<file path="config.mk">
export PLATFORM = sky130hd
export DESIGN_NAME = branch_ctrl_flat
export DESIGN_NICKNAME = d
export VERILOG_FILES = /design/src/rtl/branch_ctrl_if.sv /design/src/rtl/branch_ctrl.sv /design/src/flat_wrapper.sv
export SDC_FILE = /design/constraint.sdc
export NUM_CORES = 1
export LEC_CHECK = 0
export ABC_AREA = 1
export CORE_UTILIZATION = 40
export CTS_CLUSTER_DIAMETER = 200
export DETAILED_ROUTE_END_ITERATION = 8
export HOLD_SLACK_MARGIN = 0.12
export SKIP_CTS_REPAIR_TIMING = 1
export SYNTH_ARGS = -nofsm -noshare
export SYNTH_HDL_FRONTEND = slang
export SYNTH_SLANG_ARGS = --single-unit
</file>
<file path="constraint.sdc">
create_clock -name Clock -period 5.1 [get_ports Clock]
set_input_delay 1.02 -clock Clock [delete_from_list [all_inputs] [get_ports Clock]]
set_output_delay 1.02 -clock Clock [all_outputs]
set_load 0.1 [all_outputs]
</file>
<file path="src/rtl/branch_ctrl_if.sv">
// Decode-to-Fetch redirect bus: instruction handshake in,
// resolved branch outcome (B/Z/B_addr) out.
interface branch_ctrl_if;
  logic        instr_valid;
  logic        ready;
  logic [31:0] instr;
  logic [31:0] pc;
  logic [31:0] rs_data;
  logic [31:0] rt_data;
  logic        B;
  logic        Z;
  logic [31:0] B_addr;

  modport master (
    output instr_valid, instr, pc,
    output rs_data, rt_data,
    input  ready, B, Z, B_addr
  );

  modport slave (
    input  instr_valid, instr, pc,
    input  rs_data, rt_data,
    output ready, B, Z, B_addr
  );
endinterface

</file>
<file path="src/rtl/branch_ctrl.sv">
// Branch resolver: beq/bne/j evaluation, one-cycle redirect
// pulse to Fetch, flush window and saturating taken counter.
module branch_ctrl #(
  parameter int FLUSH_CYCLES = 2,
  parameter int CNT_W        = 16
) (
  input  logic             Clock,
  input  logic             Reset,
  branch_ctrl_if.slave     bus,
  output logic             flush,
  output logic [CNT_W-1:0] taken_cnt
);

  localparam logic [5:0] OP_BEQ = 6'b000100;
  localparam logic [5:0] OP_BNE = 6'b000101;
  localparam logic [5:0] OP_J   = 6'b000010;

  typedef enum logic [1:0] {
    IDLE,
    EVAL,
    REDIRECT,
    FLUSH
  } state_t;

  state_t           state_q, state_d;
  logic [31:0]      instr_q, instr_d;
  logic [31:0]      pc_q, pc_d;
  logic [31:0]      rs_q, rs_d;
  logic [31:0]      rt_q, rt_d;
  logic             b_q, b_d;
  logic             z_q, z_d;
  logic [31:0]      addr_q, addr_d;
  logic             flush_q, flush_d;
  logic [3:0]       fcnt_q, fcnt_d;
  logic [CNT_W-1:0] cnt_q, cnt_d;

  logic [5:0]  op_in;
  logic [5:0]  op_q;
  logic        is_br_in;
  logic        eq;
  logic        taken;
  logic [31:0] simm;
  logic [31:0] br_tgt;
  logic [31:0] j_tgt;

  assign op_in    = bus.instr[31:26];
  assign op_q     = instr_q[31:26];
  assign is_br_in = (op_in == OP_BEQ) ||
                    (op_in == OP_BNE) ||
                    (op_in == OP_J);
  assign eq       = (rs_q == rt_q);
  assign simm     = {{16{instr_q[15]}}, instr_q[15:0]};
  assign br_tgt   = pc_q + 32'd1 + simm;
  assign j_tgt    = {pc_q[31:26], instr_q[25:0]};

  always_comb begin
    taken = 1'b1;
    unique case (1'b1)
      (op_q == OP_BEQ): taken = eq;
      (op_q == OP_BNE): taken = !eq;
      default:          taken = 1'b1;
    endcase
  end

  always_comb begin
    state_d = state_q;
    instr_d = instr_q;
    pc_d    = pc_q;
    rs_d    = rs_q;
    rt_d    = rt_q;
    b_d     = b_q;
    z_d     = z_q;
    addr_d  = addr_q;
    flush_d = flush_q;
    fcnt_d  = fcnt_q;
    cnt_d   = cnt_q;
    unique case (state_q)
      IDLE: begin
        // non-branch opcodes are accepted and dropped
        if (bus.instr_valid && is_br_in) begin
          instr_d = bus.instr;
          pc_d    = bus.pc;
          rs_d    = bus.rs_data;
          rt_d    = bus.rt_data;
          state_d = EVAL;
        end
      end
      EVAL: begin
        b_d     = 1'b1;
        z_d     = taken;
        addr_d  = (op_q == OP_J) ? j_tgt : br_tgt;
        state_d = REDIRECT;
      end
      REDIRECT: begin
        b_d = 1'b0;
        z_d = 1'b0;
        if (z_q) begin
          fcnt_d  = 4'(FLUSH_CYCLES);
          flush_d = 1'b1;
          cnt_d   = (&cnt_q) ? cnt_q : cnt_q + 1'b1;
          state_d = FLUSH;
        end else begin
          state_d = IDLE;
        end
      end
      FLUSH: begin
        fcnt_d = fcnt_q - 4'd1;
        if (fcnt_q == 4'd1) begin
          flush_d = 1'b0;
          state_d = IDLE;
        end
      end
      default: state_d = IDLE;
    endcase
  end

  always_ff @(posedge Clock) begin
    if (Reset) begin
      state_q <= IDLE;
      instr_q <= '0;
      pc_q    <= '0;
      rs_q    <= '0;
      rt_q    <= '0;
      b_q     <= 1'b0;
      z_q     <= 1'b0;
      addr_q  <= '0;
      flush_q <= 1'b0;
      fcnt_q  <= '0;
      cnt_q   <= '0;
    end else begin
      state_q <= state_d;
      instr_q <= instr_d;
      pc_q    <= pc_d;
      rs_q    <= rs_d;
      rt_q    <= rt_d;
      b_q     <= b_d;
      z_q     <= z_d;
      addr_q  <= addr_d;
      flush_q <= flush_d;
      fcnt_q  <= fcnt_d;
      cnt_q   <= cnt_d;
    end
  end

  assign bus.ready  = (state_q == IDLE);
  assign bus.B      = b_q;
  assign bus.Z      = z_q;
  assign bus.B_addr = addr_q;
  assign flush      = flush_q;
  assign taken_cnt  = cnt_q;

endmodule

</file>
<file path="src/flat_wrapper.sv">
// flat-port wrapper written by rule: the top's interface ports become plain ports
module branch_ctrl_flat 
#(
  parameter int FLUSH_CYCLES = 2,
  parameter int CNT_W        = 16
)
  (Clock, Reset, flush, taken_cnt, bus_instr_valid, bus_instr, bus_pc, bus_rs_data, bus_rt_data, bus_ready, bus_B, bus_Z, bus_B_addr);
  branch_ctrl_if bus_i ();
  input  logic Clock;
  input  logic Reset;
  output logic flush;
  output logic [CNT_W-1:0] taken_cnt;
  input wire logic [$bits(bus_i.instr_valid)-1:0] bus_instr_valid;
  input wire logic [$bits(bus_i.instr)-1:0] bus_instr;
  input wire logic [$bits(bus_i.pc)-1:0] bus_pc;
  input wire logic [$bits(bus_i.rs_data)-1:0] bus_rs_data;
  input wire logic [$bits(bus_i.rt_data)-1:0] bus_rt_data;
  output wire logic [$bits(bus_i.ready)-1:0] bus_ready;
  output wire logic [$bits(bus_i.B)-1:0] bus_B;
  output wire logic [$bits(bus_i.Z)-1:0] bus_Z;
  output wire logic [$bits(bus_i.B_addr)-1:0] bus_B_addr;
  assign bus_i.instr_valid = bus_instr_valid;
  assign bus_i.instr = bus_instr;
  assign bus_i.pc = bus_pc;
  assign bus_i.rs_data = bus_rs_data;
  assign bus_i.rt_data = bus_rt_data;
  assign bus_ready = bus_i.ready;
  assign bus_B = bus_i.B;
  assign bus_Z = bus_i.Z;
  assign bus_B_addr = bus_i.B_addr;
  branch_ctrl #(.FLUSH_CYCLES(FLUSH_CYCLES), .CNT_W(CNT_W)) u_core (.Clock(Clock), .Reset(Reset), .bus(bus_i), .flush(flush), .taken_cnt(taken_cnt));
endmodule
</file>
==> results of run 1 <==
## synthesized netlist by cell type (all sizes together)
master and number:
a21o 1, nand3 54, a31oi 1, dfxtp 185, nor2 207, nand4 10, nand3b 2, xor2 14
ha 38, nor4 5, or2 2, o211ai 3, and2 2, o221ai 1, nor3 17, nand2 370
xnor2 23, a211oi 3, o21ai 151, buf 12, inv 218, a21oi 157, fa 1, and3 2
o21bai 3, clkbuf 49
## state kept, by name (all words and copies together), names as in the netlist
signal             count
u_core.flush           1
u_core.pc_q           32
u_core.rt_q           32
u_core.fcnt_q          4
u_core.state_q         2
u_core.instr_q        32
u_core.taken_cnt      16
u_core.bus.B           1
u_core.bus.Z           1
u_core.bus.B_addr     32
u_core.rs_q           32
## worst max path at each step
| stage | from | end | slack [ps] | cells past startpoint |
|---|---|---|---|---|
| floorplan | u_core.taken_cnt[8] | u_core.taken_cnt[10] | 2760 | 9 |
| global placement | bus_instr[27] | u_core.instr_q[13] | 1990 | 9 |
| detailed placement | bus_instr[27] | u_core.instr_q[13] | 1910 | 9 |
| CTS | u_core.state_q[1] | bus_ready | 1730 | 3 |
| global route | u_core.state_q[1] | bus_ready | 1630 | 3 |
| finish | u_core.state_q[1] | bus_ready | 1750 | 3 |
## critical path, stage by stage (launching register included)
cell	delay (ps)
dfxtp_1	330
inv_1	120
ha_1	260
clkdlybuf4s50_1	1170
## routing by layer
metal | GRT usage | up-vias
met5 | 0 | -
met1 | 0.294 | 4227
li1 | - | 5133
met3 | 0.0491 | 29
met4 | 0.0528 | 2
met2 | 0.356 | 187
## where the power goes
| part | switching [uW] | leakage [uW] | internal, uW |
|---|---|---|---|
| clock | 674 | 0.000315 | 764 |
| combinational | 619 | 0.00384 | 295 |
| sequential | 47.8 | 0.00149 | 1520 |
| total | 1340 | 0.00565 | 2580 |
## kinds of logic (layout without fill, tap and decap cells)
logic type,Yosys count,after routing
AO/OA/AOI/OAI,320,320
XOR/XNOR,37,37
other,0,2
AND/OR/NAND/NOR,671,671
adder cells (fa/ha/maj),39,39
buffers and inverters,279,439
flip-flops,185,185
## layout by cell type (no fill, tap or decap), types with 6 or more instances in the layout
master,synthesis,routed
nand2_1,365,365
inv_1,214,213
nor2_1,207,206
dfxtp_1,185,185
clkdlybuf4s50_1,0,181
a21oi_1,151,151
o21ai_0,150,150
nand3_1,54,54
ha_1,38,38
xnor2_1,23,23
clkbuf_16,0,17
nor3_1,15,15
xor2_1,14,14
nand4_1,9,9
a21oi_2,6,6
clkinv_8,0,6
buf_4,1,6
## metrics by stage
| step | total power, uW | cell area, um^2 |
|---|---|---|
| global route | 4100 | 12700 |
| global placement | 2510 | 12000 |
| CTS | 3960 | 12700 |
| finish | 3920 | 12700 |
| detailed placement | 2510 | 12000 |
| floorplan | 2220 | 9990 |
## layout make-up
cell class              instances  area (um^2)  area share
inverters                     218          822      0.0648
diodes                          2         5.00    0.000395
repair buffers                189         1880       0.148
clock inverters                15          229      0.0181
multi-input cells            1067         5210       0.411
flip-flops and latches        185         3700       0.292
well taps                     324          405      0.0320
clock buffers                  17          425      0.0335
==> key figures, run 1 <==
Run status
  – Outcome: finished, final reports clean

Synth
  – Net Count, Synth: ~1700
  – Sequential fraction of the synthesis area: 0.371
  – Yosys Warn Count: 0
  – Cell accounting for the most synthesized area: dfxtp_1
  – Post-synth cell types: 38
  – #FFs+latches synth: 185
  – Largest family of logic cells by synthesized area: simple AND/OR/NAND/NOR gates
  – Post-synthesis adder-cell area fraction: 0.0496
  – Synthesized area per cell: 6.52 um^2
  – Post-synth top area share: 0.371
  – Synthesized area: between 9000 and 10000 um^2
  – Synth Area in Simple Gates: 0.273
  – Mux cell area share after synthesis: 0
  – Complex-gate fraction of the synthesized area: 0.166
  – Synth area leaders: dfxtp_1 (37%), nand2_1 (14%), inv_1 (8.0%), nor2_1 (7.8%), a21oi_1 (7.6%)
  – Cells after synthesis: 1531
  – Post-synthesis xor/xnor area fraction: 0.0325

Detailed routing
  – DR iter-0 viols: 574
  – WL met1: between 10000 and 15000 um
  – WL per Instance: 13.5 um
  – Count of antenna-violating nets left after detailed routing: 0
  – # DRC: 0
  – Via count: between 9000 and 10000
  – Top layer used by detailed routing: met5
  – Routed WL: 27200 um
  – Met2 WL: 12200 um
  – DR vias/cell: around 4.7
  – Metal3 WL: 1290 um
  – TritonRoute pass-1 iters: 5

Floorplan
  – Starting Density: 0.409
  – Die Y-Extent: roughly 160 um
  – Core Region: 24400 um^2
  – Die area: 25600 um^2
  – # rows: 57
  – Die X: 160 um
  – I/O Pins: 183

Timing
  – Final min period: between 3000 and 4000 ps
  – Hold Fails Final Rpt: 0
  – Clock skew: 15.7 ps
  – Max_slew headroom: 0.299
  – Slew @ Worst Pin: 1050 ps
  – TNS Setup: 0 ps
  – Slew Limit Fails: 0
  – Final setup margin: 1750 ps
  – RSZ-0062 raised after global routing: no
  – Final period util: 0.657
  – Final setup vio count: 0
  – FMAX: 298 MHz
  – Final hold slack: 441 ps

Clocking
  – CTS tree: built
  – Clock buffer depth: 2
  – Clock sinks: 185
  – Clock-pin slew of the registers on the worst-case setup and hold paths: 80 ps
  – Worst skew pair latency: 440 ps
  – H-tree level count: 4
  – CTS buffer count: 17
  – Clock root cell: clkbuf_16

Power
  – Leakage: around 0.0056 uW
  – VDD IR-drop max: around 0.36 mV
  – Power per standard cell area: 309 nW/um^2

Setup path
  – FF-to-FF End: u_core.bus.B_addr[24]
  – Worst Setup End Kind: primary output
  – Critical Path AT: 2330 ps
  – Cell count of the worst reg-to-reg path: 10
  – Critical path required time: 4080 ps
  – WS Path Type: reg2out
  – CP max FO: 4
  – Critical Path Start Type: flop
  – Worst reg2reg setup slack: 2600 ps
  – Origin of the critical flop-to-flop path: u_core.instr_q[15]

Final layout
  – Post-route insts no fill: 2017
  – Layout area overhead: 27.0%
  – Share of cells above drive strength 1: 0.0378
  – Nets@finish: 1848
  – Fillcell total: ~2500
  – Final core occ: 0.520

Min path
  – Hold Crit Class: reg2reg
  – Hold Path Origin: u_core.instr_q[30]
  – WHS Path Cells: 2
  – Hold EP: u_core.instr_q[30]

Global routing
  – Largest net degree at the start of global routing: around 110
  – First-pass GRT wire length: 45400 um
  – Number of global-route vias before repair: 9281
  – GRT overflow: 0
  – Tot GR Track Use: 0.219
  – Initial antenna violation count: 4

Placed design
  – RD Place Congestion: approximately 0.95
  – Cell count after placement: between 1500 and 2000
  – I/O Buffers: 182
  – HPWL after DPL: 19700 um
  – Worst slack at placement: 1910 ps

Run
  – Maxcap violations: 0
(Power assumes the default switching activity.)
==> run 2, diff against run 1 <==
PLACE_DENSITY = 0.66   (was unset)
clock period = 3 ns   (was 5.1 ns; I/O delays follow)
==> run 2 against run 1 <==
  * Sequential power up 69%
  * Combinational power up 70%
  * Routed wire length up 0.55%
  * Via count up 2.3%
  * Register-to-register slack worse by 2000 ps
  * Critical path depth up 10
  * Critical endpoint is now u_core.bus.B_addr[29]
==> key figures, run 2 (synthesized netlist as in run 1, its figures left out) <==
Floorplan
  – # rows: 57 (unchanged)
  – Die Y-Extent: 160 um (unchanged)
  – Core Region: 24400 um^2 (unchanged)
  – I/O Pins: 183 (unchanged)
  – Starting Density: 0.409 (unchanged)
  – Die X: 160 um (unchanged)
  – Die area: 25600 um^2 (unchanged)

Detailed routing
  – Count of antenna-violating nets left after detailed routing: 0 (unchanged)
  – # DRC: 0 (unchanged)
  – DR iter-0 viols: 605 (was 574)
  – TritonRoute pass-1 iters: 4 (was 5)
  – DR vias/cell: 4.85 (was 4.75)
  – Via count: 9794 (was 9578)
  – WL per Instance: 13.5 um (about the same)
  – Routed WL: 27400 um (was 27200 um)

Setup path
  – Worst Setup End Kind: flop (was primary output)
  – FF-to-FF End: u_core.bus.B_addr[29] (was u_core.bus.B_addr[24])
  – Critical path required time: 3300 ps (was 4080 ps)
  – Worst reg2reg setup slack: 650 ps (was 2600 ps)
  – Cell count of the worst reg-to-reg path: 13 (was 10)
  – Critical Path AT: 2650 ps (was 2330 ps)
  – WS Path Type: reg2reg (was reg2out)
  – Critical Path Start Type: flop (unchanged)
  – CP max FO: 15 (was 4)
  – Origin of the critical flop-to-flop path: u_core.instr_q[15] (unchanged)

Clocking
  – H-tree level count: 4 (unchanged)
  – Worst skew pair latency: 440 ps (about the same)
  – Clock root cell: clkbuf_16 (unchanged)
  – CTS tree: built (unchanged)
  – CTS buffer count: 17 (unchanged)
  – Clock buffer depth: 2 (unchanged)
  – Clock sinks: 185 (unchanged)
  – Clock-pin slew of the registers on the worst-case setup and hold paths: 80 ps (about the same)

Final layout
  – Commonest non-fill, non-tap cell in the layout: nand2_1 (unchanged)
  – Fillcell total: 2477 (was 2488)
  – Final core occ: 0.516 (was 0.520)
  – Layout area overhead: 26.0% (was 27.0%)
  – Nets@finish: 1852 (was 1848)
  – Most frequent cells in the layout: nand2_1 (365), inv_1 (213), nor2_1 (206) (unchanged)
  – Share of cells above drive strength 1: 0.0708 (was 0.0378)

Global routing
  – Number of global-route vias before repair: 9299 (was 9281)
  – Initial antenna violation count: 4 (unchanged)
  – GRT overflow: 0 (unchanged)
  – First-pass GRT wire length: 44700 um (was 45400 um)
  – Largest net degree at the start of global routing: 101 (was 106)
  – Tot GR Track Use: 0.215 (was 0.219)

Timing
  – Hold Fails Final Rpt: 0 (unchanged)
  – Slew @ Worst Pin: 842 ps (was 1050 ps)
  – Slew Limit Fails: 0 (unchanged)
  – TNS Setup: 0 ps (unchanged)
  – Final min period: 2350 ps
  – Final period util: 0.784
  – FMAX: 425 MHz
  – Final setup vio count: 0 (unchanged)
  – Clock skew: 12.8 ps (was 15.7 ps)
  – RSZ-0062 raised after global routing: no (unchanged)
  – Max_slew headroom: 0.438 (was 0.299)

Power
  – Sw Share: 0.356 (was 0.342)
  – Power per standard cell area: 520 nW/um^2 (was 309 nW/um^2)
  – VDD IR-drop max: 0.512 mV (was 0.364 mV)
  – Comb pwr share: 0.239 (was 0.233)
  – Clock power share: 0.355 (was 0.367)
  – Pint: 4220 uW (was 2580 uW)
  – Sw Pwr: 2330 uW (was 1340 uW)
  – Sequential Power Share: 0.407 (was 0.399)
  – Leakage: 0.00577 uW (was 0.00565 uW)

Run
  – Maxcap violations: 0 (unchanged)

Min path
  – Hold EP: u_core.instr_q[30] (unchanged)
  – Hold Path Origin: u_core.instr_q[30] (unchanged)
  – WHS Path Cells: 2 (unchanged)
  – Hold Crit Class: reg2reg (unchanged)

Placed design
  – RD Place Congestion: 0.951 (was 0.953)
  – I/O Buffers: 182 (unchanged)
  – HPWL after DPL: 19900 um (was 19700 um)

Run status
  – Outcome: finished, final reports clean (unchanged)
## run 2: cell types whose count changed in the layout (fill, tap and decap cells not counted)
| cell | before | now |
|---|---|---|
| bufinv_16 | 2 | 0 |
| inv_6 | 4 | 3 |
| buf_4 | 6 | 59 |
| inv_8 | 1 | 2 |
| buf_12 | 1 | 4 |
| clkinvlp_4 | 0 | 1 |
| diode_2 | 2 | 1 |
| inv_12 | 1 | 2 |
| clkdlybuf4s50_1 | 181 | 129 |
## run 2: worst max path at each step
stage	startpoint	endpoint	cells past startpoint
after global routing	u_core.instr_q[15]	u_core.bus.B_addr[26]	13
after global placement	bus_instr[31]	u_core.instr_q[26]	10
after detailed placement	bus_instr[27]	u_core.pc_q[26]	9
final	u_core.instr_q[15]	u_core.bus.B_addr[29]	13
after floorplan	u_core.taken_cnt[8]	u_core.taken_cnt[10]	9
after CTS	u_core.instr_q[15]	u_core.bus.B_addr[26]	13
## run 2: cell type report
class | instances | area, um^2 | share of cell area
Antenna cell | 1 | 2.50 | 0.000199
Clock buffer | 17 | 425 | 0.0338
Clock inverter | 15 | 195 | 0.0155
Inverter | 218 | 822 | 0.0653
Multi-Input combinational cell | 1067 | 5210 | 0.414
Sequential cell | 185 | 3700 | 0.294
Tap cell | 324 | 405 | 0.0322
Timing Repair Buffer | 193 | 1820 | 0.145
## run 2: critical path, stage by stage, from the launching register on
cell,delay [ps]
dfxtp_1,740
ha_1,430
nand2_1,170
inv_1,50
nand2_1,60
nand2_1,80
nand2_1,70
nand2_1,50
a21oi_1,210
nand2_1,80
nand2_1,60
nand3_1,70
nand2_1,100
a21oi_1,50
## run 2: routing by layer
layer | part of all wire | vias up | global-route usage
met5 | 0.0014 | - | 0
met4 | 0.017 | 6 | 0.0649
met3 | 0.055 | 32 | 0.0486
met2 | 0.47 | 240 | 0.357
met1 | 0.46 | 4378 | 0.277
li1 | - | 5138 | -
## run 2: power by group through the flow
stage | Clock [uW] | Sequential [uW] | Combinational (uW)
floorplan | 0 | 3100 | 676
global placement | 0 | 2720 | 1560
detailed placement | 0 | 2720 | 1560
CTS | 2380 | 2660 | 1570
global route | 2490 | 2680 | 1690
finish | 2320 | 2660 | 1560
## run 2: stage by stage
step	hold slack [ps]	setup WS, ps	instance area [um^2]	power [uW]	std cells
2_1_floorplan	419	662	9990	3770	1531
3_3_place_gp	428	667	12000	4270	1987
3_5_place_dp	434	614	12000	4280	1987
4_1_cts	447	672	12600	6610	2019
5_1_grt	474	442	12600	6850	2019
6_report	447	647	12600	6550	2020
==> run 3, diff against run 2 <==
PLACE_DENSITY = unset   (was 0.66)
clock period = 2.2 ns   (was 3 ns; I/O delays follow)
==> run 3 against run 2 <==
  * Total power increased by 40%
  * Clock skew up 4.0 ps
  * Flip-flop and latch count unchanged
  * Critical path depth unchanged
  * Maximum frequency increased by 14%
  * Cell area increased by 2.9%
  * First-iteration DRC count fell by 19%
  * Via count shrank 0.62%
  * Die area unchanged
  * Global-route usage increased by 0.43 points
  * Critical path type unchanged
==> key figures, run 3 (synthesized netlist as in run 1, its figures left out) <==
Run status
  – Outcome: finished, final reports clean (unchanged)

Timing
  – Final period util: 0.941 (was 0.784)
  – Final min period: 2070 ps (was 2350 ps)
  – Max_slew headroom: 0.594 (was 0.438)
  – Final setup margin: 129 ps (was 647 ps)
  – TNS Setup: 0 ps (unchanged)
  – FMAX: 483 MHz (was 425 MHz)
  – Hold Fails Final Rpt: 0 (unchanged)
  – Final setup vio count: 0 (unchanged)
  – Slew Limit Fails: 0 (unchanged)
  – RSZ-0062 raised after global routing: no (unchanged)
  – Clock skew: 16.8 ps (was 12.8 ps)
  – Final hold slack: 380 ps (was 447 ps)
  – Slew @ Worst Pin: 610 ps (was 842 ps)

Min path
  – WHS Path Cells: 4 (was 2)
  – Hold EP: u_core.fcnt_q[1] (was u_core.instr_q[30])
  – Hold Crit Class: in2reg (was reg2reg)
  – Hold Path Origin: Reset (was u_core.instr_q[30])

Setup path
  – Critical Path Start Type: flop (unchanged)
  – WS Path Type: reg2reg (unchanged)
  – Crit-path leading delay family: simple AND/OR/NAND/NOR gates (unchanged)
  – Slowest cell on the critical path: ha_1 (was dfxtp_1)
  – Most used cell, CP: nand2_1 (unchanged)
  – Cell count of the worst reg-to-reg path: 13 (unchanged)
  – CP max FO: 18 (was 15)
  – Critical path cell sequence: buf_12 > ha_1 > nand2_1 > inv_1 > nand2_1 > nand2_1 > o21bai_1 > nand2_1 > nand3_1 > nand2_1 > nand3_1 > nand2_1 > a21oi_1 (was ha_1 > nand2_1 > inv_1 > nand2_1 > nand2_1 > nand2_1 > nand2_1 > a21oi_1 > nand2_1 > nand2_1 > nand3_1 > nand2_1 > a21oi_1)
  – Critical path required time: 2500 ps (was 3300 ps)
  – Worst reg2reg setup slack: 130 ps (was 650 ps)
  – Buf/Inv on CP: 2 (was 1)
  – Origin of the critical flop-to-flop path: u_core.instr_q[15] (unchanged)
  – FF-to-FF End: u_core.bus.B_addr[24] (was u_core.bus.B_addr[29])
  – CP startpoint: u_core.instr_q[15] (unchanged)
  – Max incr delay on CP: 350 ps (was 740 ps)
  – Critical Path AT: 2370 ps (was 2650 ps)
  – Worst Setup End Kind: flop (unchanged)

Power
  – Pint: 6030 uW (was 4220 uW)
  – Sw Pwr: 3160 uW (was 2330 uW)
  – VDD IR-drop max: 0.473 mV (was 0.512 mV)
  – Sw Share: 0.344 (was 0.356)
  – Leakage: 0.00594 uW (was 0.00577 uW)
  – Power per standard cell area: 710 nW/um^2 (was 520 nW/um^2)
  – Sequential Power Share: 0.394 (was 0.407)
  – Clock power share: 0.363 (was 0.355)
  – Comb pwr share: 0.243 (was 0.239)

Final layout
  – Register area: 3710 um^2 (was 3700 um^2)
  – Commonest non-fill, non-tap cell in the layout: nand2_1 (unchanged)
  – Final core occ: 0.531 (was 0.516)
  – Fillcell total: 2475 (was 2477)
  – Most frequent cells in the layout: nand2_1 (361), inv_1 (213), nor2_1 (203) (was nand2_1 (365), inv_1 (213), nor2_1 (206))
  – Layout area overhead: 29.7% (was 26.0%)
  – Multi-input logic area: 5260 um^2 (was 5210 um^2)
  – Nets@finish: 1878 (was 1852)
  – Share of cells above drive strength 1: 0.0982 (was 0.0708)

Clocking
  – CTS buffer count: 17 (unchanged)
  – Clock root cell: clkbuf_16 (unchanged)
  – H-tree level count: 4 (unchanged)
  – Clock-pin slew of the registers on the worst-case setup and hold paths: 80 ps (about the same)
  – Clock sinks: 185 (unchanged)
  – Worst skew pair latency: 440 ps (about the same)
  – Clock buffer depth: 2 (unchanged)
  – CTS tree: built (unchanged)

Floorplan
  – Die X: 160 um (unchanged)
  – Die area: 25600 um^2 (unchanged)
  – # rows: 57 (unchanged)
  – Core Region: 24400 um^2 (unchanged)
  – Die Y-Extent: 160 um (unchanged)
  – Starting Density: 0.409 (unchanged)
  – I/O Pins: 183 (unchanged)

Placed design
  – I/O Buffers: 182 (unchanged)
  – HPWL after DPL: 20600 um (was 19900 um)
  – Worst slack at placement: -37.4 ps (was 614 ps)
  – RD Place Congestion: 0.900 (was 0.951)

Global routing
  – Initial antenna violation count: 6 (was 4)
  – Number of global-route vias before repair: 9411 (was 9299)
  – Tot GR Track Use: 0.220 (was 0.215)
  – GRT overflow: 0 (unchanged)
  – Largest net degree at the start of global routing: 79 (was 101)
  – First-pass GRT wire length: 45600 um (was 44700 um)

Detailed routing
  – # DRC: 0 (unchanged)
  – Count of antenna-violating nets left after detailed routing: 0 (unchanged)
  – DR iter-0 viols: 490 (was 605)
  – Via count: 9733 (was 9794)
  – WL per Instance: 13.6 um (was 13.5 um)
  – Routed WL: 27900 um (was 27400 um)
  – DR vias/cell: 4.76 (was 4.85)
  – TritonRoute pass-1 iters: 5 (was 4)

Run
  – Maxcap violations: 0 (unchanged)
## run 3: layer usage
metal | GRT usage | routed length (um) | vias up
li1 | - | - | 5186
met1 | 0.287 | 13500 | 4326
met2 | 0.368 | 12800 | 190
met3 | 0.0486 | 1360 | 21
met4 | 0.0472 | 166 | 10
met5 | 0 | 66 | -
## run 3: stage by stage
| step | area (um^2) | instances | total power, uW |
|---|---|---|---|
| 2_1_floorplan | 10000 | 1531 | 5150 |
| 3_3_place_gp | 12300 | 2013 | 5930 |
| 3_5_place_dp | 12300 | 2013 | 5930 |
| 4_1_cts | 12900 | 2045 | 9270 |
| 5_1_grt | 13000 | 2045 | 9600 |
| 6_report | 13000 | 2046 | 9190 |
## run 3: layout make-up
type,instances,share of cell area
diodes,1,0.000193
clock buffers,17,0.0328
clock inverters,15,0.0166
inverters,218,0.0635
multi-input cells,1067,0.406
flip-flops and latches,185,0.286
well taps,324,0.0313
repair buffers,219,0.163
## run 3: worst max-delay path by stage
stage	slack, ps	to	cells after the start
2_1_floorplan	40	u_core.taken_cnt[15]	7
3_3_place_gp	30	u_core.instr_q[26]	10
3_5_place_dp	-40	u_core.pc_q[0]	10
4_1_cts	90	u_core.bus.B_addr[16]	12
5_1_grt	0.4	u_core.bus.B_addr[31]	12
6_report	130	u_core.bus.B_addr[24]	13
## run 3: power by group through the flow
stage	combinational [uW]	clock, uW	sequential (uW)
floorplan	928	0	4230
global placement	2230	0	3700
detailed placement	2230	0	3700
CTS	2240	3400	3620
global route	2430	3530	3650
finish	2230	3340	3620
## run 3: worst min-delay path: cells and delay by family
kind | cells | cell delay [ps]
buf+inv | 2 | 200
compound gates | 2 | 140
